--- src/rtl/core2wb_pkg.sv ---
// Shared types for the core-to-Wishbone pipelined bridge.
// Latency: none (types only).
// Backpressure: n/a.
package core2wb_pkg;

    // IDLE: nothing granted; ACTIVE: requests in flight; FLUSH: watchdog drain.
    typedef enum logic [1:0] {
        IDLE   = 2'd0,
        ACTIVE = 2'd1,
        FLUSH  = 2'd2
    } core2wb_state_e;

endpackage

--- src/rtl/core2wb_if.sv ---
// Bundle of the core request/response port and the pipelined Wishbone B4 master port.
// Latency: none (wires only).
// Backpressure: core side via gnt, bus side via wb_stall_i; master = bridge, slave = core + bus.
interface core2wb_if #(
    parameter int AW = 28,
    parameter int DW = 32
);
    localparam int SEL_W = DW / 8;

    // core side
    logic             core_req_i;
    logic             core_gnt_o;
    logic             core_rvalid_o;
    logic             core_we_i;
    logic [SEL_W-1:0] core_be_i;
    logic [31:0]      core_addr_i;
    logic [DW-1:0]    core_wdata_i;
    logic [DW-1:0]    core_rdata_o;
    logic             core_err_o;

    // wishbone side
    logic [AW-1:0]    wb_adr_o;
    logic             wb_cyc_o;
    logic             wb_stb_o;
    logic             wb_we_o;
    logic [SEL_W-1:0] wb_sel_o;
    logic [DW-1:0]    wb_dat_m_o;
    logic             wb_stall_i;
    logic             wb_ack_i;
    logic             wb_err_i;
    logic [DW-1:0]    wb_dat_s_i;

    modport master (
        input  core_req_i, core_we_i, core_be_i, core_addr_i, core_wdata_i,
        input  wb_stall_i, wb_ack_i, wb_err_i, wb_dat_s_i,
        output core_gnt_o, core_rvalid_o, core_rdata_o, core_err_o,
        output wb_adr_o, wb_cyc_o, wb_stb_o, wb_we_o, wb_sel_o, wb_dat_m_o
    );

    modport slave (
        output core_req_i, core_we_i, core_be_i, core_addr_i, core_wdata_i,
        output wb_stall_i, wb_ack_i, wb_err_i, wb_dat_s_i,
        input  core_gnt_o, core_rvalid_o, core_rdata_o, core_err_o,
        input  wb_adr_o, wb_cyc_o, wb_stb_o, wb_we_o, wb_sel_o, wb_dat_m_o
    );
endinterface

--- src/rtl/core2wb_req_hold.sv ---
// Stall hold register: captures a granted request the slave stalled and replays it until accepted.
// Latency: 0 cycles (live request passes through when nothing is held).
// Backpressure: hold_valid tells the owner to stop granting; drain clears it.
// Ports: clk/rst, load (capture live_req), drain (held request accepted),
//        live_req in, hold_valid out, bus_req out (held request if valid, else live_req).
module core2wb_req_hold #(
    parameter type req_t = logic
) (
    input  logic clk,
    input  logic rst,
    input  logic load,
    input  logic drain,
    input  req_t live_req,
    output logic hold_valid,
    output req_t bus_req
);

    req_t held;

    always_ff @(posedge clk) begin
        if (rst) begin
            hold_valid <= 1'b0;
        end else if (load) begin
            hold_valid <= 1'b1;
        end else if (drain) begin
            hold_valid <= 1'b0;
        end
    end

    // Payload needs no reset: it is only observed while hold_valid is set.
    always_ff @(posedge clk) begin
        if (load) begin
            held <= live_req;
        end
    end

    assign bus_req = hold_valid ? held : live_req;

endmodule

--- src/rtl/core2wb_pipelined.sv ---
// Bridge from the Ibex request interface to a pipelined Wishbone B4 master, up to MAX_OUTSTANDING in flight.
// Latency: request on the bus in the grant cycle; rvalid in the ack/err cycle (rdata combinational).
// Backpressure: gnt withheld while a stalled request is held, at MAX_OUTSTANDING, or during FLUSH.
// Ports: clk, rst (sync, active-high), bus (core2wb_if.master: core_* request/response, wb_* master).
// Optional: define CORE2WB_TIMEOUT_EN to add a watchdog that flushes hung transactions with error responses.
module core2wb_pipelined
    import core2wb_pkg::*;
#(
    parameter int AW              = 28,
    parameter int DW              = 32,
    parameter int MAX_OUTSTANDING = 2,
    parameter int TIMEOUT_CYCLES  = 1024
) (
    input  logic      clk,
    input  logic      rst,
    core2wb_if.master bus
);

    localparam int SEL_W    = DW / 8;
    localparam int ADDR_LSB = $clog2(SEL_W);
    localparam int CW       = $clog2(MAX_OUTSTANDING + 1);
    localparam logic [CW-1:0] MAX_CNT = CW'(MAX_OUTSTANDING);
    localparam logic [31:0] ADDR_USED = ((32'h1 << AW) - 32'h1) << ADDR_LSB;

    typedef struct packed {
        logic             we;
        logic [SEL_W-1:0] sel;
        logic [AW-1:0]    adr;
        logic [DW-1:0]    dat;
    } hold_req_t;

    core2wb_state_e state, state_nxt;
    logic [CW-1:0]  pend_cnt, pend_nxt, acc_cnt, acc_after_resp;
    logic           hold_valid, flushing, has_acc;
    logic           grant, stb, accept, response, timeout;
    hold_req_t      live_req, bus_req;

    // Byte address bits outside the word address are don't-care.
    logic unused_addr_bits;
    assign unused_addr_bits = ^(bus.core_addr_i & ~ADDR_USED);

    assign flushing = (state == FLUSH);

    // Held request counts as pending but has not reached the slave yet.
    assign acc_cnt = pend_cnt - CW'(hold_valid);
    assign has_acc = (acc_cnt != '0);

    assign grant = bus.core_req_i & ~hold_valid & (pend_cnt < MAX_CNT) & ~flushing & ~rst;

    assign live_req.we  = bus.core_we_i;
    assign live_req.sel = bus.core_we_i ? bus.core_be_i : '1;
    assign live_req.adr = bus.core_addr_i[AW+ADDR_LSB-1:ADDR_LSB];
    assign live_req.dat = bus.core_wdata_i;

    core2wb_req_hold #(.req_t(hold_req_t)) u_hold (
        .clk        (clk),
        .rst        (rst),
        .load       (grant & bus.wb_stall_i),
        .drain      (hold_valid & accept),
        .live_req   (live_req),
        .hold_valid (hold_valid),
        .bus_req    (bus_req)
    );

    // Held request is parked (stb low) during FLUSH and re-issued afterwards.
    assign stb    = (grant | hold_valid) & ~flushing & ~rst;
    assign accept = stb & ~bus.wb_stall_i;

    // In FLUSH the slave is ignored and one error response is forced per cycle.
    assign response = ~rst & has_acc &
                      (flushing | bus.wb_ack_i | bus.wb_err_i);

    assign bus.core_gnt_o    = grant;
    assign bus.core_rvalid_o = response;
    assign bus.core_err_o    = response & (flushing | bus.wb_err_i);
    assign bus.core_rdata_o  = bus.wb_dat_s_i;

    assign bus.wb_stb_o   = stb;
    assign bus.wb_cyc_o   = ~rst & ~flushing & (stb | (pend_cnt != '0));
    assign bus.wb_we_o    = bus_req.we;
    assign bus.wb_sel_o   = bus_req.sel;
    assign bus.wb_adr_o   = bus_req.adr;
    assign bus.wb_dat_m_o = bus_req.dat;

    assign pend_nxt       = pend_cnt + CW'(grant) - CW'(response);
    assign acc_after_resp = acc_cnt - CW'(response);

`ifdef CORE2WB_TIMEOUT_EN
    localparam int WD_W = $clog2(TIMEOUT_CYCLES + 1);
    logic [WD_W-1:0] wd_cnt;
    logic            wd_clear;

    // Only counts while accepted transactions sit unanswered with no bus progress.
    assign wd_clear = response | accept | ~has_acc | (state != ACTIVE);
    assign timeout  = ~wd_clear & (wd_cnt == WD_W'(TIMEOUT_CYCLES - 1));

    always_ff @(posedge clk) begin
        if (rst || wd_clear || timeout) begin
            wd_cnt <= '0;
        end else begin
            wd_cnt <= wd_cnt + WD_W'(1);
        end
    end
`else
    localparam int unused_timeout_cycles = TIMEOUT_CYCLES;
    assign timeout = 1'b0;
`endif

    always_comb begin
        state_nxt = state;
        case (state)
            IDLE: begin
                if (grant) state_nxt = ACTIVE;
            end
            ACTIVE: begin
                if (timeout)              state_nxt = FLUSH;
                else if (pend_nxt == '0)  state_nxt = IDLE;
            end
            FLUSH: begin
                if (acc_after_resp == '0) state_nxt = hold_valid ? ACTIVE : IDLE;
            end
            default: state_nxt = IDLE;
        endcase
    end

    always_ff @(posedge clk) begin
        if (rst) begin
            state    <= IDLE;
            pend_cnt <= '0;
        end else begin
            state    <= state_nxt;
            pend_cnt <= pend_nxt;
        end
    end

endmodule

--- src/flat_wrapper.sv ---
// flat-port wrapper written by rule: the top's interface ports become plain ports
module core2wb_pipelined_flat import core2wb_pkg::*;
#(
    parameter int AW              = 28,
    parameter int DW              = 32,
    parameter int MAX_OUTSTANDING = 2,
    parameter int TIMEOUT_CYCLES  = 1024
)
  (clk, rst, bus_core_req_i, bus_core_we_i, bus_core_be_i, bus_core_addr_i, bus_core_wdata_i, bus_wb_stall_i, bus_wb_ack_i, bus_wb_err_i, bus_wb_dat_s_i, bus_core_gnt_o, bus_core_rvalid_o, bus_core_rdata_o, bus_core_err_o, bus_wb_adr_o, bus_wb_cyc_o, bus_wb_stb_o, bus_wb_we_o, bus_wb_sel_o, bus_wb_dat_m_o);
  core2wb_if #(.AW(AW), .DW(DW)) bus_i ();
  input  logic clk;
  input  logic rst;
  input wire logic [$bits(bus_i.core_req_i)-1:0] bus_core_req_i;
  input wire logic [$bits(bus_i.core_we_i)-1:0] bus_core_we_i;
  input wire logic [$bits(bus_i.core_be_i)-1:0] bus_core_be_i;
  input wire logic [$bits(bus_i.core_addr_i)-1:0] bus_core_addr_i;
  input wire logic [$bits(bus_i.core_wdata_i)-1:0] bus_core_wdata_i;
  input wire logic [$bits(bus_i.wb_stall_i)-1:0] bus_wb_stall_i;
  input wire logic [$bits(bus_i.wb_ack_i)-1:0] bus_wb_ack_i;
  input wire logic [$bits(bus_i.wb_err_i)-1:0] bus_wb_err_i;
  input wire logic [$bits(bus_i.wb_dat_s_i)-1:0] bus_wb_dat_s_i;
  output wire logic [$bits(bus_i.core_gnt_o)-1:0] bus_core_gnt_o;
  output wire logic [$bits(bus_i.core_rvalid_o)-1:0] bus_core_rvalid_o;
  output wire logic [$bits(bus_i.core_rdata_o)-1:0] bus_core_rdata_o;
  output wire logic [$bits(bus_i.core_err_o)-1:0] bus_core_err_o;
  output wire logic [$bits(bus_i.wb_adr_o)-1:0] bus_wb_adr_o;
  output wire logic [$bits(bus_i.wb_cyc_o)-1:0] bus_wb_cyc_o;
  output wire logic [$bits(bus_i.wb_stb_o)-1:0] bus_wb_stb_o;
  output wire logic [$bits(bus_i.wb_we_o)-1:0] bus_wb_we_o;
  output wire logic [$bits(bus_i.wb_sel_o)-1:0] bus_wb_sel_o;
  output wire logic [$bits(bus_i.wb_dat_m_o)-1:0] bus_wb_dat_m_o;
  assign bus_i.core_req_i = bus_core_req_i;
  assign bus_i.core_we_i = bus_core_we_i;
  assign bus_i.core_be_i = bus_core_be_i;
  assign bus_i.core_addr_i = bus_core_addr_i;
  assign bus_i.core_wdata_i = bus_core_wdata_i;
  assign bus_i.wb_stall_i = bus_wb_stall_i;
  assign bus_i.wb_ack_i = bus_wb_ack_i;
  assign bus_i.wb_err_i = bus_wb_err_i;
  assign bus_i.wb_dat_s_i = bus_wb_dat_s_i;
  assign bus_core_gnt_o = bus_i.core_gnt_o;
  assign bus_core_rvalid_o = bus_i.core_rvalid_o;
  assign bus_core_rdata_o = bus_i.core_rdata_o;
  assign bus_core_err_o = bus_i.core_err_o;
  assign bus_wb_adr_o = bus_i.wb_adr_o;
  assign bus_wb_cyc_o = bus_i.wb_cyc_o;
  assign bus_wb_stb_o = bus_i.wb_stb_o;
  assign bus_wb_we_o = bus_i.wb_we_o;
  assign bus_wb_sel_o = bus_i.wb_sel_o;
  assign bus_wb_dat_m_o = bus_i.wb_dat_m_o;
  core2wb_pipelined #(.AW(AW), .DW(DW), .MAX_OUTSTANDING(MAX_OUTSTANDING), .TIMEOUT_CYCLES(TIMEOUT_CYCLES)) u_core (.clk(clk), .rst(rst), .bus(bus_i));
endmodule
--- config.mk ---
export PLATFORM = sky130hd
export DESIGN_NAME = core2wb_pipelined_flat
export DESIGN_NICKNAME = d
export VERILOG_FILES = /design/src/rtl/core2wb_pkg.sv /design/src/rtl/core2wb_if.sv /design/src/rtl/core2wb_req_hold.sv /design/src/rtl/core2wb_pipelined.sv /design/src/flat_wrapper.sv
export SDC_FILE = /design/constraint.sdc
export NUM_CORES = 1
export LEC_CHECK = 0
export CORE_MARGIN = 2
export CORE_UTILIZATION = 39
export DETAILED_ROUTE_END_ITERATION = 10
export GPL_TIMING_DRIVEN = 0
export PLACE_DENSITY_LB_ADDON = 0.3
export SKIP_LAST_GASP = 1
export SLEW_MARGIN = 20
export SYNTH_ARGS = -nofsm -noshare
export SYNTH_HDL_FRONTEND = slang
export SYNTH_SLANG_ARGS = --single-unit
export TNS_END_PERCENT = 10
--- constraint.sdc ---
create_clock -name clk -period 6.06 [get_ports clk]
set_input_delay 1.212 -clock clk [delete_from_list [all_inputs] [get_ports clk]]
set_output_delay 1.212 -clock clk [all_outputs]
set_load 0.01 [all_outputs]
==> tab_implementation.tex <==
\begin{tabular}{lr}
\hline
Metric & Value \\
\hline
\multicolumn{2}{l}{\textbf{Status}} \\
Result of the run & completed \\
\multicolumn{2}{l}{\textbf{CTS}} \\
Number of clock sinks & 68 \\
CTS Root Cell & clkbuf\_8 \\
Cts hold-fix bufs & 0 \\
Clock latency at the later pin of the worst-skew pair & 320 ps \\
Setup Fix Bufs, Post-CTS & 0 \\
Number of CTS-inserted buffers & 9 \\
Worst-case clock buffer depth & 2 \\
Clock transition at path regs & 70 ps \\
Clock H-tree levels & 3 \\
CTS-repair resized insts & 0 \\
TritonCTS clock tree & done \\
\multicolumn{2}{l}{\textbf{Drt}} \\
Total wire length after detailed routing & slightly above 7000 µm \\
Average vias per placed instance & roughly 4.6 \\
Total vias in the final route & about 2200 \\
1st-pass router iterations & 4 \\
Remaining number of nets flagged by the antenna check after routing & 0 \\
Number of remaining DRC errors & 0 \\
Iter 0 DRT Violations & 63 \\
WL per Instance & between 10 and 15 µm \\
\multicolumn{2}{l}{\textbf{Worst setup path}} \\
Total buffers and inverters traversed by the critical path & 3 \\
Reg2Reg Depth & 5 \\
Cell class contributing the biggest share of worst-path delay & buffers and inverters \\
Critical Path Slowest Stage Cell & or4b\_4 \\
Reg-to-reg setup timing slack & around 4000 ps \\
Startpoint of the worst register-to-register path & u\_core.u\_hold.hold\_valid \\
Arrival @ worst endpoint & 2980 ps \\
Crit start category & primary input \\
Type of destination of the critical path & output pin \\
Critical path peak fanout & 6 \\
Critical setup path kind & primary input to output pin \\
Top cell by count, worst path & clkdlybuf4s50\_1 \\
Slowest Stage Delay on Critical Path & approximately 600 ps \\
Critical path cell sequence & clkdlybuf4s50\_1 -> or4b\_4 -> inv\_1 -> clkdlybuf4s50\_1 \\
Reg2reg end & u\_core.u\_hold.held[42] \\
Required arrival time at the worst endpoint & 4850 ps \\
\multicolumn{2}{l}{\textbf{Synth}} \\
Top flip-flop cell by instance count after synthesis & edfxtp\_1 \\
Number of synthesized register bits & 68 \\
Library cells used by synthesis & 21 \\
Warning count from the yosys run & 0 \\
Total standard cell area after synthesis & around 3200 µm² \\
Post-synth top area share & 0.6096 \\
Sequential fraction of the synthesis area & 0.6284 \\
Synthesized area per cell & 16.34 µm² \\
Top post-synthesis cells by area & edfxtp\_1 61\%, mux2\_2 23\%, buf\_4 7.5\% \\
EDFF count, synth & 65 \\
Library cell occupying the most area in the post-synthesis netlist & edfxtp\_1 \\
Total nets after synthesis & about 300 \\
Synth Instances & slightly below 200 \\
Async set-reset flop share out of synthesis & 0 \\
\multicolumn{2}{l}{\textbf{Pwr}} \\
Total chip power & between 1 and 1.5 mW \\
Leak & about 1.9 nW \\
Power Dens Cells & 248.6 nW/µm² \\
Worst vdd rail ir drop & roughly 0.16 mV \\
\multicolumn{2}{l}{\textbf{Timing}} \\
Minimum period implied by the final worst setup slack & roughly 4200 ps \\
Final hold slack & between 600 and 700 ps \\
Pin slew with the least headroom to its limit & roughly 380 ps \\
Max\_slew headroom & 0.7457 \\
Worst setup skew after layout & 9.123 ps \\
RSZ-0062 raised after global routing & no \\
Hold violation total from the final report & 0 \\
Setup violations, final & 0 \\
Number of pins with negative max-slew slack in the final report & 0 \\
Max frequency & 238.8 MHz \\
Fin Setup TNS & 0 ps \\
Share of the cycle needed by the critical path after routing & 0.6911 \\
\multicolumn{2}{l}{\textbf{Placed design}} \\
Count of input and output buffers & 172 \\
HPWL reported at the end of detailed placement & between 5000 and 6000 µm \\
GP Congestion & about 0.70 \\
Placement-stage cell area & 5077 µm² \\
\multicolumn{2}{l}{\textbf{Global route}} \\
Met2 layer usage reported by global route & 0.2577 \\
Number of antenna violations at the first check in global routing & 0 \\
Via count of the first global-routing pass & $\sim$2300 \\
Global-route wire length before repair & 10800 µm \\
Pin count of the biggest net entering global routing & 41 \\
Sum of overflow across all layers after global routing & 0 \\
Overall Global Routing Usage & 0.1556 \\
GR peak layer & met2 \\
Global-route track usage on met1 & 0.1873 \\
Met3 routing resource usage after global routing & 0.05427 \\
\multicolumn{2}{l}{\textbf{Cells and area}} \\
Antenna diode count & 0 \\
Final instance area & around 5300 µm² \\
\# nets final & around 490 \\
Fill cell count & 610 \\
Synthesis-to-finish area growth & 65.06\% \\
Fraction of final layout cells with drive strength greater than 1 & 0.3169 \\
\multicolumn{2}{l}{\textbf{Die}} \\
Standard cell core area & around 8100 µm² \\
Area of the die & 8950 µm² \\
Die Height & between 90 and 100 µm \\
Number of primary I/O pins & 209 \\
Starting density of the core & 0.3956 \\
Width of the die & roughly 95 µm \\
Number of cell rows & 33 \\
\multicolumn{2}{l}{\textbf{Hold path}} \\
Worst Hold Depth & 2 \\
Worst hold start & u\_core.pend\_cnt[0] \\
Tightest Hold Check Type & flip-flop to flip-flop \\
Terminating pin of the worst hold path & u\_core.pend\_cnt[0] \\
\multicolumn{2}{l}{\textbf{Flow run}} \\
\# Max-Cap Violations & 0 \\
\hline
\end{tabular}
==> cells by family (layout without fill, tap and decap cells) <==
logic type,after synthesis,after routing,share of synthesized area
adder cells (fa/ha/maj),1,1,0.003907
AO/OA/AOI/OAI,5,5,0.01290
XOR/XNOR,3,3,0.008208
flip-flops,68,68,0.6284
buffers and inverters,41,230,0.09027
AND/OR/NAND/NOR,12,12,0.02423
multiplexers,66,66,0.2321
==> cell usage after synthesis, types with 2 or more instances <==
master,count
and2_1,3
buf_2,6
buf_4,32
dfxtp_1,3
edfxtp_1,65
inv_1,2
mux2_2,65
nand2b_1,5
nor2_1,2
xnor2_1,2
==> worst max path at each step <==
stage	end	cells after the start	from	slack (ps)
2_1_floorplan	u_core.u_hold.held[0]	3	rst	2200
3_3_place_gp	u_core.u_hold.held[28]	4	rst	970
3_5_place_dp	bus_core_gnt_o	4	rst	1860
4_1_cts	bus_core_gnt_o	4	rst	1860
5_1_grt	bus_core_err_o	5	rst	1810
6_report	bus_core_gnt_o	4	rst	1870
==> state kept, by name, summed over array words and instances (netlist names) <==
name,count
u_core.pend_cnt,2
u_core.u_hold.held,65
u_core.u_hold.hold_valid,1
==> worst register-to-register path, stage by stage, from the launching register on <==
cell and delay [ps]:
dfxtp_1 310, buf_6 130, or4b_4 570, inv_1 90, and2_4 380, buf_12 290
==> metal layers <==
layer,routed length (µm),part of all wire
met1,2819,0.39
met2,3494,0.49
met3,815,0.11
met4,46,0.0064
met5,0,0
==> metrics by stage <==
stage               worst slack [ps]  utilization  cells
floorplan                       2203            -    196
global placement               972.9       0.6246    473
detailed placement              1865       0.6274    474
CTS                             1862       0.6531    490
global route                    1805       0.6531    490
finish                          1872       0.6531    490
==> power breakdown <==
part | internal, mW | total [mW] | switching [mW]
Sequential | 0.550 | 0.564 | 0.0133
Clock | 0.230 | 0.393 | 0.163
Combinational | 0.225 | 0.357 | 0.131
==> area by class of cell <==
class                      count  area (µm²)  share of cell area
clock buffer                  11       131.4             0.02486
multi-input combinational     87       903.4              0.1709
clock inverter                 5       76.32             0.01444
tap                          105       131.4             0.02486
buffer                        39       281.5             0.05327
timing repair buffer         173        1742              0.3295
sequential                    68        2012              0.3807
inverter                       2       7.507            0.001420
==> cells in the final DEF (no fill, tap or decap) <==
cell,instances
clkdlybuf4s50_1,172
mux2_2,65
edfxtp_1,65
buf_4,32
clkbuf_8,9
buf_2,6
nand2b_1,5
dfxtp_1,3
inv_1,2
xnor2_1,2
and2_1,2
nor2_1,2
clkbuf_1,2
bufinv_16,2
buf_6,1
or4b_4,1
and2_4,1
xor2_1,1
o21ba_2,1
o21a_1,1
a21oi_1,1
a31oi_1,1
nor2b_1,1
o211ai_2,1
mux2_1,1
ha_1,1
clkinv_2,1
clkinvlp_4,1
clkinv_1,1
buf_12,1
No activity file was read; power rests on OpenSTA's default activity.
